===== config.mk =====
export PLATFORM = sky130hd
export DESIGN_NAME = macc_host_port
export DESIGN_NICKNAME = d
export VERILOG_FILES = /design/src/rtl/macc_host_port.sv
export SDC_FILE = /design/constraint.sdc
export NUM_CORES = 1
export LEC_CHECK = 0
export ABC_CLOCK_PERIOD_IN_PS = 5200
export CORE_MARGIN = 4
export CORE_UTILIZATION = 70
export CTS_BUF_LIST = sky130_fd_sc_hd__clkbuf_4 sky130_fd_sc_hd__clkbuf_8
export DETAILED_ROUTE_END_ITERATION = 6
export DONT_BUFFER_PORTS = 1
export PLACE_DENSITY = 0.86
export SYNTH_ARGS = -nofsm -noshare
export SYNTH_HDL_FRONTEND = slang
export SYNTH_SLANG_ARGS = --single-unit

===== constraint.sdc =====
create_clock -name CLK -period 5.2 [get_ports CLK]
set_input_delay 1.3 -clock CLK [delete_from_list [all_inputs] [get_ports CLK]]
set_output_delay 1.3 -clock CLK [all_outputs]
set_load 0.03 [all_outputs]

===== src/rtl/macc_host_port.sv =====
// Host-side initiator for the matrix accelerator memory ports: turns LOAD/UNLOAD
// commands plus valid/ready streams into per-matrix write/read enables and data.
module macc_host_port #(
  parameter int WORDS = 4096,
  parameter int DW    = 32,
  localparam int CW   = $clog2(WORDS + 1)
) (
  input  logic          CLK,
  input  logic          RST_L,
  input  logic          cmd_valid,
  output logic          cmd_ready,
  input  logic          cmd_op,
  input  logic [1:0]    cmd_sel,
  input  logic [DW-1:0] s_data,
  input  logic          s_valid,
  output logic          s_ready,
  output logic [DW-1:0] m_data,
  output logic          m_valid,
  input  logic          m_ready,
  output logic          m_last,
  output logic [2:0]    wen,
  output logic [2:0]    ren,
  output logic [DW-1:0] mat_wdata,
  input  logic [DW-1:0] mat_a_rdata,
  input  logic [DW-1:0] mat_b_rdata,
  input  logic [DW-1:0] mat_c_rdata,
  output logic          busy,
  output logic          done
);

  typedef enum logic [1:0] {IDLE, LOAD, UNLOAD} state_t;

  state_t          state, state_nxt;
  logic [1:0]      sel_q;
  logic [2:0]      sel_oh;
  logic [CW-1:0]   beat_cnt, iss_cnt, push_cnt;
  logic            inflight;
  logic            done_nxt;
  logic            cmd_fire, s_fire, m_fire, ren_ok;
  logic [DW-1:0]   rdata_mux;

  logic [DW-1:0]   fifo_data [4];
  logic [3:0]      fifo_last;
  logic [1:0]      wr_ptr, rd_ptr;
  logic [2:0]      fifo_cnt;

  assign sel_oh    = 3'b001 << sel_q;
  assign cmd_ready = (state == IDLE);
  assign busy      = (state != IDLE);
  assign s_ready   = (state == LOAD);
  assign cmd_fire  = cmd_valid & cmd_ready;
  assign s_fire    = s_valid & s_ready;
  assign m_fire    = m_valid & m_ready;

  // Read issue depends only on registered state so m_ready never reaches ren.
  // Slots in use = FIFO entries plus the read whose data arrives this cycle.
  assign ren_ok = (state == UNLOAD) && (iss_cnt < CW'(WORDS)) &&
                  (({1'b0, fifo_cnt} + {3'b000, inflight}) < 4'd4);
  assign ren    = ren_ok ? sel_oh : 3'b000;

  always_comb begin
    case (sel_q)
      2'd2:    rdata_mux = mat_a_rdata;
      2'd1:    rdata_mux = mat_b_rdata;
      default: rdata_mux = mat_c_rdata;
    endcase
  end

  assign m_valid = (fifo_cnt != 3'd0);
  assign m_data  = m_valid ? fifo_data[rd_ptr] : '0;
  assign m_last  = m_valid & fifo_last[rd_ptr];

  always_comb begin
    state_nxt = state;
    done_nxt  = 1'b0;
    case (state)
      IDLE: begin
        if (cmd_fire) begin
          if (cmd_sel == 2'd3) done_nxt  = 1'b1;
          else                 state_nxt = cmd_op ? UNLOAD : LOAD;
        end
      end
      LOAD: begin
        if (s_fire && beat_cnt == CW'(WORDS - 1)) begin
          state_nxt = IDLE;
          done_nxt  = 1'b1;
        end
      end
      UNLOAD: begin
        if (m_fire && m_last) begin
          state_nxt = IDLE;
          done_nxt  = 1'b1;
        end
      end
      default: state_nxt = IDLE;
    endcase
  end

  always_ff @(posedge CLK or negedge RST_L) begin
    if (!RST_L) begin
      state     <= IDLE;
      done      <= 1'b0;
      sel_q     <= 2'd0;
      beat_cnt  <= '0;
      iss_cnt   <= '0;
      push_cnt  <= '0;
      inflight  <= 1'b0;
      wen       <= 3'b000;
      mat_wdata <= '0;
    end else begin
      state    <= state_nxt;
      done     <= done_nxt;
      inflight <= ren_ok;
      wen      <= s_fire ? sel_oh : 3'b000;
      if (s_fire) mat_wdata <= s_data;
      if (cmd_fire) begin
        sel_q    <= cmd_sel;
        beat_cnt <= '0;
        iss_cnt  <= '0;
        push_cnt <= '0;
      end else begin
        if (s_fire)   beat_cnt <= beat_cnt + 1'b1;
        if (ren_ok)   iss_cnt  <= iss_cnt + 1'b1;
        if (inflight) push_cnt <= push_cnt + 1'b1;
      end
    end
  end

  // Output FIFO: one push per returned read, one pop per m handshake.
  always_ff @(posedge CLK or negedge RST_L) begin
    if (!RST_L) begin
      for (int i = 0; i < 4; i++) fifo_data[i] <= '0;
      fifo_last <= 4'b0000;
      wr_ptr    <= 2'd0;
      rd_ptr    <= 2'd0;
      fifo_cnt  <= 3'd0;
    end else begin
      if (inflight) begin
        fifo_data[wr_ptr] <= rdata_mux;
        fifo_last[wr_ptr] <= (push_cnt == CW'(WORDS - 1));
        wr_ptr            <= wr_ptr + 2'd1;
      end
      if (m_fire) rd_ptr <= rd_ptr + 2'd1;
      fifo_cnt <= fifo_cnt + {2'b00, inflight} - {2'b00, m_fire};
    end
  end

endmodule


==> results of run 1 <==
-- cell type report --
class | count | area, um2 | share of cell area
Sequential cell | 219 | 5482 | 0.5010
Multi-Input combinational cell | 726 | 4355 | 0.3981
Clock buffer | 49 | 661.9 | 0.06050
Tap cell | 180 | 225.2 | 0.02059
Clock inverter | 12 | 92.59 | 0.008463
Timing Repair Buffer | 9 | 67.56 | 0.006176
Inverter | 15 | 56.30 | 0.005146
-- state kept, by name, summed over array words and instances (netlist names), 3 cells and up --
register and cells:
fifo_data 128, mat_wdata 32, beat_cnt 13, wen 3
iss_cnt 13, fifo_cnt 3, fifo_last 4, push_cnt 13
-- cell families after synthesis --
kind of cell	after synthesis	share of synthesized area
and+or+nand+nor	421	0.1834
AOI/OAI and AO/OA	226	0.1237
DFF	219	0.5396
buffers and inverters	86	0.03277
muxes	43	0.08353
xor gates and xnor gates	22	0.01897
adders and majority gates	14	0.01799
-- worst register-to-register path: cells and delay by family (launching register included) --
kind / cells / cell delay (ns)
buffers and inverters: 1 / 0.04
XOR/XNOR: 1 / 0.14
adder cells (fa/ha/maj): 3 / 0.86
flip-flops: 1 / 0.42
AND/OR/NAND/NOR: 2 / 1.05
-- cells in the final DEF (no fill, tap or decap), types with 12 or more instances in the layout --
cell type,count
nor2_1,24
xnor2_1,14
o21ai_0,170
dfrtp_1,218
clkbuf_8,47
mux4_2,33
nand2_1,284
ha_1,12
and2_1,40
nand3_1,17
inv_1,15
a22oi_1,32
-- worst max-delay path by stage --
stage | cells past startpoint | endpoint | slack (ns) | start
floorplan | 4 | m_data[10] | 2.31 | rd_ptr[0]
global placement | 3 | m_data[31] | 1.87 | rd_ptr[0]
detailed placement | 3 | m_data[31] | 1.84 | rd_ptr[0]
CTS | 3 | m_data[31] | 1.28 | rd_ptr[0]
global route | 5 | ren[1] | 1.11 | inflight
finish | 5 | ren[1] | 1.32 | inflight
-- power breakdown --
part	total (mW)	switching, mW	internal, mW
Sequential	3.04	0.701	2.34
Clock	1.54	0.665	0.878
Combinational	3.04	2.02	1.02
-- cell usage after synthesis, types with 2 or more instances --
cell / instances / area, um2
dfrtp_1: 219 / 5480
nor3_1: 8 / 40.04
ha_1: 13 / 162.7
inv_1: 15 / 56.30
mux2_2: 4 / 45.04
nor4_1: 7 / 43.79
or3_1: 4 / 25.02
xor2_1: 8 / 70.07
nand4_1: 9 / 56.30
and2_1: 40 / 250.2
nand3_1: 17 / 85.08
a21oi_1: 8 / 40.04
xnor2_1: 14 / 122.6
buf_2: 8 / 40.04
or4_1: 8 / 60.06
clkbuf_1: 55 / 206.5
mux4_2: 33 / 743.2
a22oi_1: 32 / 240.2
o31ai_1: 6 / 45.04
nand2b_1: 2 / 12.51
nand3b_1: 2 / 15.01
nand2_1: 288 / 1081
o211ai_1: 4 / 30.03
and3_1: 3 / 18.77
buf_1: 8 / 30.03
mux2i_1: 6 / 60.06
nor2_1: 24 / 90.09
or2_2: 2 / 12.51
and4_1: 2 / 17.52
o21ai_0: 170 / 850.8
-- layer usage --
layer,up-vias,part of all wire
met5,-,0
met4,0,0.016
met3,32,0.084
met2,294,0.48
met1,3587,0.42
li1,3488,-
-- stage by stage --
stage / instances / instance area [um2] / setup slack (ns) / hold WS [ns]
6_report: 1210 / 10940 / 1.317 / 0.4753
5_1_grt: 1210 / 10940 / 1.114 / 0.4466
4_1_cts: 1210 / 10940 / 1.285 / 0.4606
3_5_place_dp: 1149 / 10190 / 1.840 / 0.4673
3_3_place_gp: 1149 / 10190 / 1.865 / 0.4580
2_1_floorplan: 1031 / 10160 / 2.306 / 0.4446
==> results.toml, run 1 <==
[cells_and_area]
nets = 1155
final_util = 0.7791
nFillCells = 930
area_growth_pct = 7.725
drive_gt1_frac = 0.1146
num_antenna_cells = 0

[hold_path]
hold_path.class = "register to register"
min_path_cells = 2
whs_endpoint = "fifo_data[127]"
hp-start = "fifo_data[127]"

[setup_path]
arrival_ns = 2.58
crit_family = "simple AND/OR/NAND/NOR gates"
cp_num_buf_inv = 1
critPathMaxFanout = 17
regToRegStartpoint = "fifo_cnt[2]"
r2r_setup_slack_ns = 2.58
cp-end-kind = "primary output"
r2r_cells = 7
cpMaxStageDelayCell = "dfrtp_1"
rr_endpoint = "fifo_cnt[2]"
worstSetupPathType = "register to primary output"
path_cells = "and3_1 > xnor2_1 > buf_4 > nor2_1 > and2_1"
worstSetupStartpointType = "register"
max_stage_delay_ns = 0.71
crit_required_ns = 3.90

[synthesis]
synth_cell_types = 42
async_flop_share = 1.000
synth_area_mm2 = 0.01016
synth_edf_count = 0
synth.avg_cell_area_um2 = 9.851
yosysSeqAreaShare = 0.5396
syn_inst = 1031
synthFlopType = "dfrtp_1"
yosysWarnings = 0
ys_ff_latch = 219
synth_fp_nets = 1181

[clock_network]
clockBufferDepth = 3
postCtsHoldBufs = 0
cts-root-buf = "clkbuf_8"
cts-resized-gates = 0
cts.sinks = 219
postCtsSetupBuffers = 0
clock_latency_ns = 0.52
cts_made_buffers = 34
cts-htree-levels = 2
path_clk_slew_ns = 0.06
tritoncts = "done"

[die]
die_w_um = 128.5
die_h_um = 128.5
rows = 43
ios = 212
core_mm2 = 0.01404
start_util = 0.7232
die_area_mm2 = 0.01650

[routing]
antenna_left = 0
drt_wl_total_um = 21920
vias = 7401
first_pass_iters = 5
drc = 0
via_per_inst = 6.117
wl_per_cell_um = 18.12
drt-initial-drc-count = 604

[global_route]
use_met1 = 0.3690
grt-ovfl-total = 0
antenna_found_initial = 0
grt_pass1_vias = 7214
grt_pass1_wl_um = 35460
grtUsageMet3 = 0.07970
grt_max_degree = 220
met2_usage = 0.4269
grt_usage = 0.2683
busiest_layer = "met2"

[sta]
fin_worst_skew_ns = 0.01509
setup_viol = 0
fin_crit_sh = 0.7467
report.final.slew_viol_count = 0
finalHoldViolations = 0
slew_headroom = 0.2192
finalCriticalPeriod_ns = 3.883
setup_tns_ns = 0
rsz0062_at_grt = "false"
worstMarginPinSlew_ns = 1.171
fmax_mhz = 257.5

[power_and_ir_drop]
finalPower_mw = 7.621
vdd_drop_max_v = 0.0007280
powerDensity_mw_per_mm2 = 696.6
p_leak_nw = 5.040

[placement]
io_buffers = 0
dpl.hpwl_um = 14090
gp_congestion = 0.7964

[outcome]
status = "complete, no violations"

[job]
cap_violations = 0
No activity file was read; power rests on OpenSTA's default activity.
==> inputs of run 2 (changes only) <==
==> config.mk (replaced) <==
export PLATFORM = sky130hd
export DESIGN_NAME = macc_host_port
export DESIGN_NICKNAME = d
export VERILOG_FILES = /design/src/rtl/macc_host_port.sv
export SDC_FILE = /design/constraint.sdc
export NUM_CORES = 1
export LEC_CHECK = 0
export ABC_CLOCK_PERIOD_IN_PS = 4000
export CORE_MARGIN = 4
export CORE_UTILIZATION = 66
export CTS_BUF_LIST = sky130_fd_sc_hd__clkbuf_4 sky130_fd_sc_hd__clkbuf_8
export DETAILED_ROUTE_END_ITERATION = 6
export DONT_BUFFER_PORTS = 1
export PLACE_DENSITY = 0.82
export SYNTH_ARGS = -nofsm -noshare
export SYNTH_HDL_FRONTEND = slang
export SYNTH_SLANG_ARGS = --single-unit
==> constraint.sdc (replaced) <==
create_clock -name CLK -period 4 [get_ports CLK]
set_input_delay 1 -clock CLK [delete_from_list [all_inputs] [get_ports CLK]]
set_output_delay 1 -clock CLK [all_outputs]
set_load 0.03 [all_outputs]
==> run 2 against run 1 <==
Critical path depth decreased by 2; routed wire length increased by 0.53%; via count decreased by 1.4%; first-iteration DRC count down 19%; clock skew is 0.0015 ns higher; critical path type unchanged; critical endpoint is now m_data[17].
==> results.toml, run 2 (synthesized netlist as in run 1, its figures left out) <==
[outcome]
status = "complete, no violations"

[placement]
dpl.hpwl_um = 14000
pre_cts_ws_ns = 1.046
gp_congestion = 0.8139
io_buffers = 0

[cells_and_area]
nets = 1161
reg_top3 = "fifo_data x128, mat_wdata x32"
drive_gt1_frac = 0.1214
regMostFlops = "fifo_data"
final_cell_mix = "nand2_1, dfrtp_1, o21ai_0"
largest_reg_flops = 128
layout_commonest_cell = "nand2_1"
area_growth_pct = 8.242
num_antenna_cells = 0

[sta]
hold_ws_ns = 0.2068
slew_headroom = 0.2241
fin_worst_skew_ns = 0.01657
setup_tns_ns = 0
report.final.slew_viol_count = 0
setup_ws_ns = 0.5823
worstMarginPinSlew_ns = 1.160
rsz0062_at_grt = "false"
fmax_mhz = 292.6
finalHoldViolations = 0
setup_viol = 0
finalCriticalPeriod_ns = 3.418
fin_crit_sh = 0.8544

[setup_path]
cpMaxStageDelayCell = "dfrtp_2"
crit_required_ns = 3.00
cp-end-kind = "primary output"
max_stage_delay_ns = 0.75
worstSetupStartpointType = "register"
cp_num_buf_inv = 1
path_cells = "buf_4 > mux4_2 > and2_1"
crit_family = "flip-flops"
worstSetupPathType = "register to primary output"
critPathMaxFanout = 17
arrival_ns = 2.42

[clock_network]
cts_made_buffers = 35
cts.sinks = 219
postCtsHoldBufs = 0
clock_latency_ns = 0.50
cts-root-buf = "clkbuf_8"
path_clk_slew_ns = 0.06
tritoncts = "done"
clockBufferDepth = 3
cts-htree-levels = 2
postCtsSetupBuffers = 0
cts-resized-gates = 0

[die]
die_h_um = 132.0
rows = 45
core_mm2 = 0.01515
die_area_mm2 = 0.01744
die_w_um = 132.0
start_util = 0.6705
ios = 212

[global_route]
grt-ovfl-total = 0
grt_usage = 0.2581
antenna_found_initial = 0
grt_pass1_wl_um = 37070
grt_pass1_vias = 7375
grt_max_degree = 220

[job]
cap_violations = 0

[routing]
drt_wl_total_um = 22040
first_pass_iters = 5
drc = 0
antenna_left = 0
wl_per_cell_um = 17.98
drt-initial-drc-count = 487
via_per_inst = 5.949
vias = 7294

[power_and_ir_drop]
finalPower_mw = 9.906
powerDensity_mw_per_mm2 = 901.1
p_leak_nw = 5.067
vdd_drop_max_v = 0.0007488

[hold_path]
hold_path.class = "input port to async pin"
run 2: cell count changes in the layout (fill, tap and decap cells not counted):
| cell | previous run | this run |
|---|---|---|
| buf_4 | 9 | 14 |
| clkbuf_8 | 47 | 44 |
| inv_6 | 2 | 1 |
| clkinvlp_4 | 0 | 1 |
| clkinv_2 | 9 | 8 |
| clkbuf_4 | 2 | 9 |
run 2: power breakdown:
part	leakage [nW]	switching [mW]	total, mW	internal (mW)
sequential	2.56	0.885	3.93	3.04
combinational	2.10	2.63	3.97	1.34
clock	0.408	0.855	2.01	1.15
run 2: area by class of cell:
cell class                      instances  area [um2]
Multi-Input combinational cell        726        4355
Sequential cell                       219        5482
Fill cell                            1081        4153
Tap cell                              188       235.2
Timing Repair Buffer                   14       105.1
Inverter                               15       56.30
Clock buffer                           53       673.1
Clock inverter                         11       86.33
run 2: through the flow:
step           cell area (um2)    util  std cells
2_1_floorplan            10160       -       1031
3_3_place_gp             10230  0.6757       1162
3_5_place_dp             10230  0.6757       1162
4_1_cts                  10990  0.7258       1226
5_1_grt                  10990  0.7258       1226
6_report                 10990  0.7258       1226
run 2: final timing paths:
kind	cells after the start	slack, ns	endpoint	from
max	3	0.58	m_data[17]	rd_ptr[0]
min	0	0.21	fifo_data[103]	RST_L
max reg2reg	7	1.43	fifo_cnt[2]	fifo_cnt[2]
max in group asynchronous	0	3.51	fifo_data[13]	RST_L
min in group CLK	2	0.47	fifo_data[24]	fifo_data[24]
min reg2reg	2	0.47	fifo_data[24]	fifo_data[24]
run 2: routing by layer:
layer	up-vias	track usage	share of wire
met3	22	0.06832	0.074
met4	0	0.06709	0.013
met1	3514	0.3574	0.44
met5	-	0	0
met2	259	0.4133	0.47
li1	3499	-	-
